**src/rtl/uart_rx_ctrl_if.sv**
```systemverilog
// Receiver/host-side bundle for uart_rx_ctrl.
// The slave modport is the controller; the master modport is the receiver plus host.
// The overrun signal exists only when UART_RX_CTRL_OVERRUN_EN is defined.
interface uart_rx_ctrl_if #(
  parameter int unsigned DEPTH = 4
);
  localparam int unsigned CW = $clog2(DEPTH) + 1;

  logic          en;
  logic          rxclken;
  logic          rx_busy;
  logic [7:0]    dout;
  logic          rdy;
  logic          rdy_clr;
  logic [7:0]    data;
  logic [CW-1:0] count;
`ifdef UART_RX_CTRL_OVERRUN_EN
  logic          overrun;

  modport master (
    output en, rx_busy, dout, rdy_clr,
    input  rxclken, rdy, data, count, overrun
  );

  modport slave (
    input  en, rx_busy, dout, rdy_clr,
    output rxclken, rdy, data, count, overrun
  );
`else
  modport master (
    output en, rx_busy, dout, rdy_clr,
    input  rxclken, rdy, data, count
  );

  modport slave (
    input  en, rx_busy, dout, rdy_clr,
    output rxclken, rdy, data, count
  );
`endif
endinterface

```
**src/rtl/uart_rx_ctrl.sv**
```systemverilog
// UART receive controller: baud-enable divider, frame-completion detector and
// a first-word-fall-through byte FIFO with a rdy/rdy_clr host handshake.
// Optional sticky overrun flag: define UART_RX_CTRL_OVERRUN_EN.
module uart_rx_ctrl #(
  parameter int unsigned DIV   = 27,
  parameter int unsigned DEPTH = 4
) (
  input  logic          rxclk,
  input  logic          rst_n,
  uart_rx_ctrl_if.slave bus
);
  localparam int unsigned DW = $clog2(DIV);
  localparam int unsigned AW = $clog2(DEPTH);
  localparam int unsigned PW = AW + 1;

  typedef enum logic {IDLE, BUSY} state_t;

  // ---------------- baud divider ----------------
  logic [DW-1:0] div_cnt;
  logic          rxclken_q;

  // Free-running 0..DIV-1 counter; pulse on the cycle after it reaches DIV-1
  always_ff @(posedge rxclk or negedge rst_n) begin
    if (!rst_n) begin
      div_cnt   <= '0;
      rxclken_q <= 1'b0;
    end else if (!bus.en) begin
      div_cnt   <= '0;
      rxclken_q <= 1'b0;
    end else begin
      rxclken_q <= (div_cnt == DW'(DIV - 1));
      div_cnt   <= (div_cnt == DW'(DIV - 1)) ? '0 : div_cnt + DW'(1);
    end
  end

  // ---------------- frame detector ----------------
  logic       busy_q;
  logic [7:0] dout_q;
  state_t     state;
  logic       push_c;

  // Register the receiver flags; dout is captured alongside so the byte at the fall is kept
  always_ff @(posedge rxclk or negedge rst_n) begin
    if (!rst_n) begin
      busy_q <= 1'b0;
      dout_q <= 8'h00;
    end else begin
      busy_q <= bus.rx_busy;
      dout_q <= bus.dout;
    end
  end

  // Two-state frame tracker: a push only follows an observed busy period
  always_ff @(posedge rxclk or negedge rst_n) begin
    if (!rst_n) begin
      state <= IDLE;
    end else begin
      case (state)
        IDLE:    if (busy_q)  state <= BUSY;
        BUSY:    if (!busy_q) state <= IDLE;
        default: state <= IDLE;
      endcase
    end
  end

  // Push fires on the BUSY->IDLE edge so the FIFO write lands two cycles after the fall
  assign push_c = (state == BUSY) && !busy_q;

  // ---------------- FIFO ----------------
  logic [7:0]    mem [DEPTH];
  logic [PW-1:0] wptr;
  logic [PW-1:0] rptr;
  logic [PW-1:0] count_q;
  logic          empty_c;
  logic          full_c;
  logic          pop_c;
  logic          wr_c;

  assign empty_c = (wptr == rptr);
  assign full_c  = (wptr[AW] != rptr[AW]) && (wptr[AW-1:0] == rptr[AW-1:0]);
  assign pop_c   = bus.rdy_clr && !empty_c;
  // A pop in the same cycle frees the head slot, so a push into a full FIFO still lands
  assign wr_c    = push_c && (!full_c || pop_c);

  // Storage; cleared on reset so the head reads 8'h00 out of reset
  always_ff @(posedge rxclk or negedge rst_n) begin
    if (!rst_n) begin
      for (int i = 0; i < DEPTH; i++) mem[i] <= 8'h00;
    end else if (wr_c) begin
      mem[wptr[AW-1:0]] <= dout_q;
    end
  end

  // Pointers and occupancy
  always_ff @(posedge rxclk or negedge rst_n) begin
    if (!rst_n) begin
      wptr    <= '0;
      rptr    <= '0;
      count_q <= '0;
    end else begin
      if (wr_c)  wptr <= wptr + PW'(1);
      if (pop_c) rptr <= rptr + PW'(1);
      count_q <= count_q + PW'(wr_c) - PW'(pop_c);
    end
  end

`ifdef UART_RX_CTRL_OVERRUN_EN
  logic overrun_q;
  logic drop_c;

  assign drop_c = push_c && full_c && !pop_c;

  // Sticky overrun: set by a dropped byte, cleared by a rdy_clr while empty
  always_ff @(posedge rxclk or negedge rst_n) begin
    if (!rst_n) begin
      overrun_q <= 1'b0;
    end else if (drop_c) begin
      overrun_q <= 1'b1;
    end else if (bus.rdy_clr && (count_q == '0)) begin
      overrun_q <= 1'b0;
    end
  end

  assign bus.overrun = overrun_q;
`endif

  assign bus.rxclken = rxclken_q;
  assign bus.rdy     = (count_q != '0);
  assign bus.data    = mem[rptr[AW-1:0]];
  assign bus.count   = count_q;
endmodule

```
**src/flat_wrapper.sv**
```systemverilog
// flat-port wrapper written by rule: the top's interface ports become plain ports
module uart_rx_ctrl_flat 
#(
  parameter int unsigned DIV   = 27,
  parameter int unsigned DEPTH = 4
)
  (rxclk, rst_n, bus_en, bus_rx_busy, bus_dout, bus_rdy_clr, bus_rxclken, bus_rdy, bus_data, bus_count);
  uart_rx_ctrl_if #(.DEPTH(DEPTH)) bus_i ();
  input  logic rxclk;
  input  logic rst_n;
  input wire logic [$bits(bus_i.en)-1:0] bus_en;
  input wire logic [$bits(bus_i.rx_busy)-1:0] bus_rx_busy;
  input wire logic [$bits(bus_i.dout)-1:0] bus_dout;
  input wire logic [$bits(bus_i.rdy_clr)-1:0] bus_rdy_clr;
  output wire logic [$bits(bus_i.rxclken)-1:0] bus_rxclken;
  output wire logic [$bits(bus_i.rdy)-1:0] bus_rdy;
  output wire logic [$bits(bus_i.data)-1:0] bus_data;
  output wire logic [$bits(bus_i.count)-1:0] bus_count;
  assign bus_i.en = bus_en;
  assign bus_i.rx_busy = bus_rx_busy;
  assign bus_i.dout = bus_dout;
  assign bus_i.rdy_clr = bus_rdy_clr;
  assign bus_rxclken = bus_i.rxclken;
  assign bus_rdy = bus_i.rdy;
  assign bus_data = bus_i.data;
  assign bus_count = bus_i.count;
  uart_rx_ctrl #(.DIV(DIV), .DEPTH(DEPTH)) u_core (.rxclk(rxclk), .rst_n(rst_n), .bus(bus_i));
endmodule
```
**config.mk**
```make
export PLATFORM = sky130hd
export DESIGN_NAME = uart_rx_ctrl_flat
export DESIGN_NICKNAME = d
export VERILOG_FILES = /design/src/rtl/uart_rx_ctrl_if.sv /design/src/rtl/uart_rx_ctrl.sv /design/src/flat_wrapper.sv
export SDC_FILE = /design/constraint.sdc
export NUM_CORES = 1
export LEC_CHECK = 0
export ABC_CLOCK_PERIOD_IN_PS = 4000
export CAP_MARGIN = 20
export CELL_PAD_IN_SITES_DETAIL_PLACEMENT = 1
export CELL_PAD_IN_SITES_GLOBAL_PLACEMENT = 2
export CORE_AREA = 2 2 80 82
export CTS_CLUSTER_DIAMETER = 40
export DETAILED_ROUTE_END_ITERATION = 12
export DIE_AREA = 0 0 82 84
export PLACE_DENSITY = 0.81
export SYNTH_ARGS = -nofsm -noshare
export SYNTH_HDL_FRONTEND = slang
export SYNTH_SLANG_ARGS = --single-unit
```
**constraint.sdc**
```tcl
create_clock -name rxclk -period 4 [get_ports rxclk]
set_input_delay 1 -clock rxclk [delete_from_list [all_inputs] [get_ports rxclk]]
set_output_delay 1 -clock rxclk [all_outputs]
set_load 0.005 [all_outputs]
```
Word level (Yosys, flattened, before mapping)
Index checks and enable logic that the tools add are counted.

cells by class
  add/sub/neg operators = 5
  magnitude comparators = 3
  equality and inequality tests = 4
  mux-type cells = 10
  bitwise logic cells = 2
  reduce and logical (&&, ||, !) cells = 10

operator list
  kind                   count
  $bwmux W32             1
  $mux W8                3
  $bmux W8 S2            1
  $demux W8 S2           1
  $mux W5                2
  $add A3 B1 Y3 const B  2
  $ge A3 B3 Y1 const B   2
  $not A2 Y3             2
  $add A5 B1 Y5 const B  1
  $eq A5 B5 Y1 const B   1
  $logic_and A1 B1 Y1    5
  $add A3 B1 Y3          1
  $eq A3 B3 Y1           1
  $logic_not A1 Y1       3
  $lt A3 B1 Y1 const B   1
  $reduce_bool A3 Y1     1
  $sub A3 B1 Y3          1
  $eq A2 B2 Y1           1
  $mux W1                2
  $logic_or A1 B1 Y1     1
  $ne A1 B1 Y1           1

word-level totals
  flip-flop bits (word level) = 57
  input bits = 13
  output and inout bits = 13

Longest topological paths before layout
  word-level depth = 7
  mapped depth = 9
  gate-level depth less buffers = 8

Worst setup path after synthesis
Ideal clock, no wire load.

  path kind = input-to-reg
  start = input bus_rdy_clr
  end = register u_core.count_q[2] (netlist: u_core.bus.count[2])
  library setup time = 0.123 ns
  arrival = 2.647 ns
  path slack = 1.230 ns
  stages on the path = 8
  path buffers = 1
  cell sequence = buf_1 > o31ai_2 > xnor2_1 > ha_1 > inv_1 > fa_1 > xnor2_1 > xnor2_1

between the ends
  word-level cells in the longest chain between the ends = 5

RTL lines
  item                     line                 text
  start: declaration       flat_wrapper.sv:14   input wire logic [$bits(bus_i.rdy_clr)-1:0] bus_rdy_clr;
  $logic_and A1 B1 Y1 (*)  uart_rx_ctrl.sv:81   assign pop_c = bus.rdy_clr && !empty_c;
  $logic_or A1 B1 Y1       uart_rx_ctrl.sv:83   assign wr_c = push_c && (!full_c || pop_c);
  $logic_and A1 B1 Y1      uart_rx_ctrl.sv:83
  $add A3 B1 Y3            uart_rx_ctrl.sv:103  count_q <= count_q + PW'(wr_c) - PW'(pop_c);
  $sub A3 B1 Y3 (*)        uart_rx_ctrl.sv:103
  end signal: assignment   uart_rx_ctrl.sv:103
  end: declaration         uart_rx_ctrl.sv:73   logic [PW-1:0] count_q;

Every way passes the cells marked *; elsewhere a longest branch is shown, timed or not.
A chain may end at the register's enable or synchronous reset.

Worst setup path after layout
  start = register u_core.rptr[0]
  end = output bus_data[2]

between the ends
  word-level cells in the longest chain between the ends = 4

RTL lines
  item                                        line                 text
  start: declaration                          uart_rx_ctrl.sv:72   logic [PW-1:0] rptr;
  start signal: assignment                    uart_rx_ctrl.sv:102  if (pop_c) rptr <= rptr + PW'(1);
  $not A2 Y3 (not written as such)            uart_rx_ctrl.sv:129  assign bus.data = mem[rptr[AW-1:0]];
  $bmux W8 S2                                 uart_rx_ctrl.sv:129
  $mux W8 (not written as such) (2 in a row)  uart_rx_ctrl.sv:129
  end: declaration                            flat_wrapper.sv:17   output wire logic [$bits(bus_i.data)-1:0] bus_data;

Every way passes these cells. The select of a mux whose other input is x is not followed.

==> impl_metrics.tcl <==
set metrics [dict create \
    crit_chain "mux4_2 > clkdlybuf4s50_1" \
    pwr_density_cell_nw_per_um2 829 \
    antenna_found_initial 0 \
    drc_errors 0 \
    drtPass1Iterations 4 \
    rsz0062_at_grt "no" \
    start_kind "flop" \
    fin_worst_skew_ns 0.00328 \
    async_flop_share_pct 100 \
    cts_made_buffers 9 \
    drtIter0Drc 33 \
    total_power_mw 2.61 \
    grt_pass1_vias 1641 \
    synth_cell_types 27 \
    dr_total_vias 1416 \
    track_usage_pct 16.6 \
    fmax_mhz 321 \
    final_common_cell "dfrtp_1" \
    clk_path_buf_depth 2 \
    slowest_stage "dfrtp_1" \
    cts_root_buffer "clkbuf_8" \
    path_max_fanout 9 \
    power_frac_comb_pct 38.1 \
    clk_pin_slew_ns 0.06 \
    place_inst 260 \
    clock_latency_ns 0.33 \
    numPortBuffers 25 \
    nNetsFinal 216 \
    most-common-layout-cells "dfrtp_1 (57), mux2_2 (33), clkdlybuf4s50_1 (24), clkbuf_8 (11)" \
    grt-ovfl-total 0 \
    synth_fp_nets 180 \
    die-area_um2 6890 \
    routed_wl_um 4940 \
    hp-class "reg -> reg" \
    r2r_cells 9 \
    synth_warnings 0 \
    std_cell_rows 29 \
    p_leak_nw 1.36 \
    tightest_slew_ns 0.931 \
    clock-sinks 57 \
    p_clk_share_pct 23.3 \
    seq_area_frac_synth_pct 55.5 \
    via_per_inst 5.13 \
    intPower_mw 1.77 \
    cp-startpoint "u_core.rptr[0]" \
    synthToLayoutAreaGrowth_pct 22.3 \
    fin_crit_sh_pct 77.9 \
    relSlewSlack_pct 37.9 \
    post-route-min-period_ns 3.12 \
    reg2reg_to "u_core.bus.count[2]" \
    required_ns 3.00 \
    slew_violations 0 \
    cts_tree "yes" \
    path_buf_inv 1 \
    n_antenna_cell 0 \
    wl_per_cell_um 17.9 \
    syn-mean-instance-area_um2 16.3 \
    place_congestion 0.724 \
    die_w_um 82 \
    dp_hpwl_um 3440 \
    seq_power_share_pct 38.5 \
    swShare_pct 32.0 \
    start_util_pct 42.2 \
    grt_pass1_wl_um 8230 \
    cts-hold-fix-buffers 0 \
    r2r_start "u_core.rptr[0]" \
    multiInputGateArea_um2 1090 \
    status "finished clean" \
    seq_area_um2 1430 \
    cap_violations 0 \
    crit_end "bus_data[2]" \
    dieHeight_um 84 \
    post_cts_buffers 0 \
    ys_seq_elements 57 \
    r2r_slack_ns 1.23 \
    syn_inst 158 \
    final_cell_count_no_fill 276 \
    io_pins 26 \
    setup-violations-final 0 \
    grt_max_degree 43 \
    drive_above_1_share_pct 35.2 \
    drt.antenna.violating_nets 0 \
    finalHoldViolCount 0 \
    peakVddDrop_mv 0.397 \
    path_delay_family "flip-flops" \
    arrival_ns 2.12 \
    synth_edf_count 0 \
    worstSetupPathType "reg -> out" \
    synth_area_um2 2570 \
    setup_tns_ns 0 \
    switchingPower_mw 0.833 \
    htree_levels 3 \
    n_fill_cell 613 \
    core_area_um2 6100 \
    ys.flop_type "dfrtp_1" \
    max_stage_delay_ns 0.71 \
    cp.depth 2 \
    critical_path.endpoint_type "output pin" \
    cts_resized 0 \
]
-- per-layer routing --
| metal | global-route usage [%] | up-vias | routed length (um) |
|---|---|---|---|
| met4 | 4.09 | 0 | 54 |
| li1 | - | 638 | - |
| met1 | 17.5 | 743 | 1940 |
| met5 | 0 | - | 0 |
| met3 | 8.33 | 5 | 217 |
| met2 | 29.0 | 30 | 2730 |
-- worst reg2reg max path, stage by stage, from the launching register on --
cell	delay, ns
dfrtp_1	0.71
buf_4	0.26
xor2_4	0.15
o31ai_2	0.48
xnor2_1	0.18
ha_1	0.19
inv_1	0.05
fa_1	0.37
xnor2_1	0.14
xnor2_1	0.13
-- metrics by stage --
step	worst slack [ns]	instance area, um2	utilization, %	hold WS, ns
floorplan	1.23	2570	-	0.406
global placement	0.846	2920	47.8	0.419
detailed placement	0.723	2920	47.8	0.455
CTS	0.824	3140	51.6	0.472
global route	0.767	3140	51.6	0.492
finish	0.884	3140	51.6	0.475
-- worst min-delay path by stage --
stage | startpoint | depth (start not counted) | end
floorplan | u_core.busy_q | 0 | u_core.state
global placement | u_core.busy_q | 0 | u_core.state
detailed placement | u_core.busy_q | 0 | u_core.state
CTS | u_core.busy_q | 0 | u_core.state
global route | u_core.busy_q | 0 | u_core.state
finish | u_core.busy_q | 0 | u_core.state
-- final cells by class --
type / count / area share [%]
inverter: 8 / 0.955
tap: 77 / 3.06
clock buffer: 11 / 4.81
multi-input combinational: 90 / 34.8
sequential: 57 / 45.4
timing repair buffer: 28 / 8.52
clock inverter: 5 / 2.47
-- power groups by stage --
stage	Clock (mW)	Sequential (mW)	Combinational (mW)
final	0.608	1.00	0.994
after global routing	0.657	1.04	1.07
after CTS	0.622	1.01	1.01
after detailed placement	0	1.02	1.00
after global placement	0	0.989	0.954
after floorplan	0	0.919	0.708
-- flip-flops by register name (all words and copies together), names as in the netlist --
signal	cells
u_core.mem	32
u_core.dout_q	8
u_core.div_cnt	5
u_core.bus.count	3
u_core.rptr	3
u_core.wptr	3
u_core.bus.rxclken	1
u_core.busy_q	1
u_core.state	1
-- cell families (layout without fill, tap and decap cells) --
group / Yosys count / after routing / share of synthesized area (%)
XOR/XNOR: 13 / 13 / 5.75
buffers and inverters: 11 / 52 / 1.90
AO/OA/AOI/OAI: 8 / 8 / 6.13
flip-flops: 57 / 57 / 55.5
adder cells (fa/ha/maj): 9 / 9 / 4.67
AND/OR/NAND/NOR: 17 / 17 / 3.75
multiplexers: 43 / 43 / 22.3
-- synthesized netlist by cell type (2+ instances only) --
master	count	area [um2]
ha_1	8	100
mux4_2	8	180
xor2_1	3	26.3
xnor2_1	7	61.3
mux2_2	33	372
dfrtp_1	57	1430
inv_1	8	30.0
nor2_1	7	26.3
and3b_1	4	35.0
o41ai_4	4	110
buf_4	2	15.0
nand3_1	2	10.0
Power figures use the tool's default switching activity.
